==> src/rtl/capture_arbiter.sv <==
// Round-robin arbiter in front of a shared capture/AND datapath (operand flops, B buffer, result flop).
// Optional result-timeout is enabled by defining CAPTURE_TIMEOUT_EN.
module capture_arbiter #(
  parameter int unsigned NREQ        = 4,
  parameter int unsigned WIDTH       = 8,
  parameter int unsigned TIMEOUT_CYC = 16
) (
  input  logic                  clk,
  input  logic                  rst_n,
  input  logic [NREQ-1:0]       req,
  input  logic [NREQ*WIDTH-1:0] a_in,
  input  logic [NREQ*WIDTH-1:0] b_in,
  output logic [NREQ-1:0]       gnt,
  output logic                  out_valid,
  input  logic                  out_ready,
  output logic [WIDTH-1:0]      out_data,
  output logic [2:0]            out_id,
  output logic                  busy,
  output logic                  timeout_err
);

  localparam int unsigned IW = $clog2(NREQ);

  typedef enum logic [1:0] {StIdle, StLoad, StEval, StResult} state_e;

  state_e           r_state;
  logic [IW-1:0]    r_ptr;
  logic [IW-1:0]    r_id;
  logic [WIDTH-1:0] r_op_a;
  logic [WIDTH-1:0] r_op_b;
  logic [WIDTH-1:0] r_b_buf;
  logic [WIDTH-1:0] r_data;
  logic [2:0]       r_out_id;
  logic             r_valid;

  logic             w_found;
  logic [IW-1:0]    w_win;
  logic [IW-1:0]    w_ptr_nxt;
  logic [NREQ-1:0]  w_gnt;
  logic [WIDTH-1:0] w_a;
  logic [WIDTH-1:0] w_b;

`ifdef CAPTURE_TIMEOUT_EN
  localparam int unsigned CW = $clog2(TIMEOUT_CYC + 1);
  logic [CW-1:0] r_cnt;
  logic          r_tmo;
`else
  logic w_unused_tmo;
  assign w_unused_tmo = (TIMEOUT_CYC == 0);
`endif

  // Lowest set bit at or above ptr wins; if none, the lowest set bit overall (wrap).
  always_comb begin
    w_found = 1'b0;
    w_win   = '0;
    for (int i = NREQ - 1; i >= 0; i--) begin
      if (req[i]) begin
        w_found = 1'b1;
        w_win   = IW'(i);
      end
    end
    for (int i = NREQ - 1; i >= 0; i--) begin
      if (req[i] && (IW'(i) >= r_ptr)) w_win = IW'(i);
    end
  end

  assign w_ptr_nxt = (w_win == IW'(NREQ - 1)) ? '0 : w_win + 1'b1;

  // Grant is gated by rst_n so it reads 0 during reset even with requests pending.
  always_comb begin
    w_gnt = '0;
    w_a   = '0;
    w_b   = '0;
    for (int i = 0; i < NREQ; i++) begin
      if (w_win == IW'(i)) begin
        w_a = a_in[i*WIDTH +: WIDTH];
        w_b = b_in[i*WIDTH +: WIDTH];
      end
    end
    if (rst_n && (r_state == StIdle) && w_found) w_gnt[w_win] = 1'b1;
  end

  always_ff @(posedge clk or negedge rst_n) begin
    if (!rst_n) begin
      r_state  <= StIdle;
      r_ptr    <= '0;
      r_id     <= '0;
      r_op_a   <= '0;
      r_op_b   <= '0;
      r_b_buf  <= '0;
      r_data   <= '0;
      r_out_id <= '0;
      r_valid  <= 1'b0;
`ifdef CAPTURE_TIMEOUT_EN
      r_cnt    <= '0;
      r_tmo    <= 1'b0;
`endif
    end else begin
`ifdef CAPTURE_TIMEOUT_EN
      r_tmo <= 1'b0;
`endif
      unique case (r_state)
        StIdle: begin
          if (w_found) begin
            r_op_a  <= w_a;
            r_op_b  <= w_b;
            r_id    <= w_win;
            r_ptr   <= w_ptr_nxt;
            r_state <= StLoad;
          end
        end
        StLoad: begin
          r_b_buf <= r_op_b;
          r_state <= StEval;
        end
        StEval: begin
          r_data   <= r_op_a & r_b_buf;
          r_out_id <= 3'(r_id);
          r_valid  <= 1'b1;
          r_state  <= StResult;
`ifdef CAPTURE_TIMEOUT_EN
          r_cnt    <= '0;
`endif
        end
        StResult: begin
          if (out_ready) begin
            r_valid <= 1'b0;
            r_state <= StIdle;
`ifdef CAPTURE_TIMEOUT_EN
          end else if (r_cnt == CW'(TIMEOUT_CYC - 1)) begin
            r_valid <= 1'b0;
            r_tmo   <= 1'b1;
            r_state <= StIdle;
          end else begin
            r_cnt <= r_cnt + 1'b1;
`endif
          end
        end
        default: r_state <= StIdle;
      endcase
    end
  end

  assign gnt       = w_gnt;
  assign out_valid = r_valid;
  assign out_data  = r_data;
  assign out_id    = r_out_id;
  assign busy      = (r_state != StIdle);
`ifdef CAPTURE_TIMEOUT_EN
  assign timeout_err = r_tmo;
`else
  assign timeout_err = 1'b0;
`endif

endmodule

==> config.mk <==
export PLATFORM = sky130hd
export DESIGN_NAME = capture_arbiter
export DESIGN_NICKNAME = d
export VERILOG_FILES = /design/src/rtl/capture_arbiter.sv
export SDC_FILE = /design/constraint.sdc
export NUM_CORES = 1
export LEC_CHECK = 0
export BUFFER_PORTS_ARGS = -buffer_cell sky130_fd_sc_hd__buf_2
export CORE_UTILIZATION = 53
export DETAILED_ROUTE_END_ITERATION = 12
export PLACE_DENSITY = 0.85
export SYNTH_ARGS = -nofsm -noshare
export SYNTH_HDL_FRONTEND = slang
export SYNTH_SLANG_ARGS = --single-unit
==> constraint.sdc <==
create_clock -name clk -period 5.7 [get_ports clk]
set_input_delay 0.285 -clock clk [delete_from_list [all_inputs] [get_ports clk]]
set_output_delay 0.285 -clock clk [all_outputs]
set_load 0.02 [all_outputs]
**Yosys cells after proc, flatten, opt, wreduce, memory -nomap -nowiden**

Index checks and enable logic that the tools add are counted.
W data, S select, Z words.

- Add/sub/neg operators: 1
- Magnitude comparators: 6
- Equal/unequal tests: 8
- Multiplexer cells: 29
- Bitwise operators: 1
- Reductions and logical operators: 14

Operators with widths:

| kind | number |
|---|---|
| $mux W8 | 8 |
| $mux W2 | 11 |
| $and A8 B8 Y8 | 1 |
| $eq A2 B2 Y1 const B | 4 |
| $pmux W2 S4 | 1 |
| $logic_and A1 B1 Y1 | 7 |
| $mux W1 | 6 |
| $reduce_and A2 Y1 | 3 |
| $eq A2 B1 Y1 const B | 2 |
| $ge A1 B2 Y1 const A | 2 |
| $ge A2 B2 Y1 const A | 2 |
| $logic_not A2 Y1 | 2 |
| $mux W4 | 1 |
| $ne A2 B2 Y1 const B | 2 |
| $reduce_bool A2 Y1 | 2 |
| $lt A2 B3 Y1 const B | 1 |
| $add A2 B1 Y2 const B | 1 |
| $demux W1 S2 | 1 |
| $ge A2 B1 Y1 const B | 1 |
| $pmux W1 S2 | 1 |

- Register bits after elaboration: 41
- Logic and storage cells: 68

**Logic depth before layout (Yosys ltp)**

- Depth in word-level cells: 13
- Depth in mapped cells: 11
- Gate-level depth less buffers: 9

**Worst setup path before layout**

No wires, ideal clock.

- Path type: reg2out
- From: reg r_ptr[1]
- To: out gnt[3]
- Arrival: 1.843 ns
- Slack: 3.572 ns
- Stages on the path, launching flop included: 9
- Buffers on the path: 2
- Cells stage by stage: dfrtp_1 mux2i_1 o22ai_1 or2_2 inv_2 ha_1 clkbuf_1 buf_2 and3_1

- Word-level cells in the longest chain between the ends: 11
- Elaborated cells between the ends (all ways): 18
- Those cells by class: order compare: 6; mux: 7; reduce/logical: 5

Ends and longest elaborated chain:

| item | line | source |
|---|---|---|
| start: declaration | 27 | `logic [IW-1:0] r_ptr;` |
| start signal: assignment | 108 | `r_ptr <= w_ptr_nxt;` |
| $ge A2 B2 Y1 | 63 | `if (req[i] && (IW'(i) >= r_ptr)) w_win = IW'(i);` |
| $logic_and A1 B1 Y1 | 63 |  |
| $mux W2 (3 in series) | 63 |  |
| $mux W2 (*) | 63 |  |
| named net w_win[0] | 37 | `logic [IW-1:0] w_win;` |
| $lt A2 B3 Y1 (implied by the code) / $ge A2 B1 Y1 (equally long branches) | 80 | `if (rst_n && (r_state == StIdle) && w_found) w_gnt[w_win] = 1'b1;` |
| $logic_and A1 B1 Y1 (implied by the code) | 80 |  |
| $mux W1 (implied by the code) | 80 |  |
| $demux W1 S2 (*) | 80 |  |
| $mux W4 (*) | 80 |  |
| end: declaration | 13 | `output logic [NREQ-1:0] gnt,` |

The timed path passes the listed nets; every way through them passes the cells marked *.

**Worst setup path in the final report**

Same ends and word-level chain as after synthesis.

==> results.toml <==
[run_status]
outcome = "finished clean"

[yosys]
ys_seq_elements = 41
syn-instance-count = 245
ys_seq_area_frac = 0.429
syn_area_per_cell_um2 = 9.76
yosys_warnings = 0
syn_area_mm2 = 0.00239
ys_types = 31

[layout]
layout.nets = 403
final_common_cell = "buf_2"
n_antenna_cell = 0
syn_to_final_growth_pct = 21.4
nFillCells = 356
layout_common_cells = "buf_2 (86), dfrtp_1 (41), inv_1 (29)"
layout-drive-gt1-share = 0.410

[clock_tree]
clockRootBuffer = "clkbuf_8"
cts-resized-gates = 0
cts_tree = "built"
cts-htree-levels = 2
cts_buffers = 5
insertion_delay_ns = 0.30
cts.path.max_buffers = 2
clock-sinks = 41
clkTransAtPathRegs_ns = 0.08

[floorplan]
die_area_mm2 = 0.00478
die_h_um = 69.2
core_area_mm2 = 0.00435
die_w_um = 69.2
rows = 24
num_io_pins = 89
initial_utilization = 0.549

[setup_path]
critPathMaxFanout = 34
end_kind = "output port"
worstPathArrival_ns = 2.81
required_ns = 5.41
start_kind = "flip-flop"
criticalPathCategory = "reg -> out"

[run]
drv_cap = 0

[place]
post-place-ws_ns = 2.86
io_buffers = 86
dp_hpwl_mm = 4.07
gp_routability_congestion = 0.857

[global_route]
gr-total-overflow = 0
grt_pass1_vias = 1950
grtUsageTotal = 0.236
antenna_found_initial = 0
grt_pass1_wl_mm = 8.89
grt_max_degree = 40

[detailed_routing]
drtAntennaViolNets = 0
drt_iter0_drc = 181
vias = 2065
drc = 0
drt_pre_antenna_iters = 4
wl_per_cell_um = 14.8
post_drt_via_cell_ratio = 5.49
wl_mm = 5.58

[power]
ir_drop_mv = 0.253
power.leakage_nw = 1.48
power.density_cell_area_mw_per_mm2 = 539

[min_path]
hp-class = "in -> reg"

[timing]
setup_viol = 0
period_minus_slack_ns = 3.09
tns_ns = 0
post-route-period-util = 0.542
fin_ws_ns = 2.61
report.final.slew_viol_count = 0
finalHoldViolCount = 0
fin_worst_skew_ns = 0.00442
tightest_slew_ns = 1.11
rsz0062_at_grt = "no"
slew_headroom = 0.261
max_freq_mhz = 323
[sequential cells by signal, indices dropped and copies added (netlist names)]
signal,count
r_op_a,8
out_id,2
out_valid,1
r_state,2
out_data,8
r_op_b,8
r_b_buf,8
r_ptr,2
r_id,2
[power breakdown]
group / total (mW) / internal [mW] / switching, mW
Clock: 0.209 / 0.109 / 0.0993
Sequential: 0.530 / 0.438 / 0.0924
Combinational: 0.826 / 0.347 / 0.479
[metal layers]
layer	vias up	global-route usage	part of all wire	wire, um
met3	8	0.0599	0.065	364
met5	-	0	0	0
met1	963	0.316	0.44	2460
met4	0	0.0862	0.014	76
met2	89	0.370	0.48	2680
li1	1005	-	-	-
[cells in the mapped netlist]
cell type   n  area [um2]
nand3_1     8        40.0
o31ai_1     1        7.51
buf_4       5        37.5
a211o_1    15         131
mux2i_1     1        10.0
ha_1        9         113
and3_1      4        25.0
o22ai_1     3        18.8
buf_2       4        20.0
nor4_4      1        21.3
o21a_1      1        7.51
mux2_2     10         113
or2_2       1        6.26
nand2_1     9        33.8
clkbuf_1    8        30.0
o21ai_1     5        25.0
a21oi_2    10        87.6
o21ai_0     9        45.0
nor2b_1     1        6.26
inv_1      29         109
nor2_1     19        71.3
a21oi_1    26         130
buf_6       3        33.8
dfrtp_1    41        1030
a221oi_1    6        52.6
inv_2       2        7.51
nor2b_4     1        13.8
nand2b_1    1        6.26
conb_1      1        3.75
a221oi_2   10         150
nand2b_2    1        8.76
[path summary, 6_finish.rpt]
path	from	endpoint	slack, ns	cells past startpoint
worst min register to register	r_b_buf[0]	out_data[0]	0.51	2
max in group asynchronous	rst_n	out_id[0]	4.68	3
worst min-delay path	out_ready	out_valid	0.20	2
worst max register to register	r_ptr[1]	r_op_a[0]	2.83	9
worst max-delay path	r_ptr[1]	gnt[3]	2.61	7
min in group asynchronous	rst_n	out_data[4]	0.33	2
[critical path, cell delays in order (launching register included)]
cell and delay, ns:
dfrtp_1 0.45, mux2i_1 0.22, o22ai_1 0.09, or2_2 0.32
inv_2 0.08, ha_1 0.89, and3_1 0.29, buf_2 0.16
[cell families after synthesis]
| family | Yosys count | synth area share |
|---|---|---|
| AOI/OAI and AO/OA | 86 | 0.274 |
| adders and majority gates | 9 | 0.0471 |
| buffers and inverters | 51 | 0.0994 |
| DFF | 41 | 0.429 |
| muxes | 11 | 0.0513 |
| other | 1 | 0.00157 |
| and+or+nand+nor | 46 | 0.0973 |
[area by class of cell]
cell class / count / area [um2] / share of cell area
clock buffer: 7 / 96.3 / 0.0332
sequential: 41 / 1030 / 0.353
clock inverter: 1 / 5.00 / 0.00172
tap: 52 / 65.1 / 0.0224
inverter: 31 / 116 / 0.0401
timing repair buffer: 90 / 463 / 0.159
multi-input combinational: 154 / 1130 / 0.390
[timing repair]
item / CTS / global route
buffers inserted: 0 / 0
endpoints found under the hold margin: 5 / 0
hold buffers: 1 / 0
[per-stage QoR]
stage	area [um2]	power, mW	instances	utilization	hold slack, ns
floorplan	2390	1.17	246	-	-0.0106
global placement	2790	1.31	367	0.641	0.121
detailed placement	2790	1.35	367	0.641	0.122
CTS	2900	1.56	376	0.667	0.189
global route	2900	1.67	376	0.667	0.203
finish	2900	1.56	376	0.667	0.196
Power figures use the tool's default switching activity.
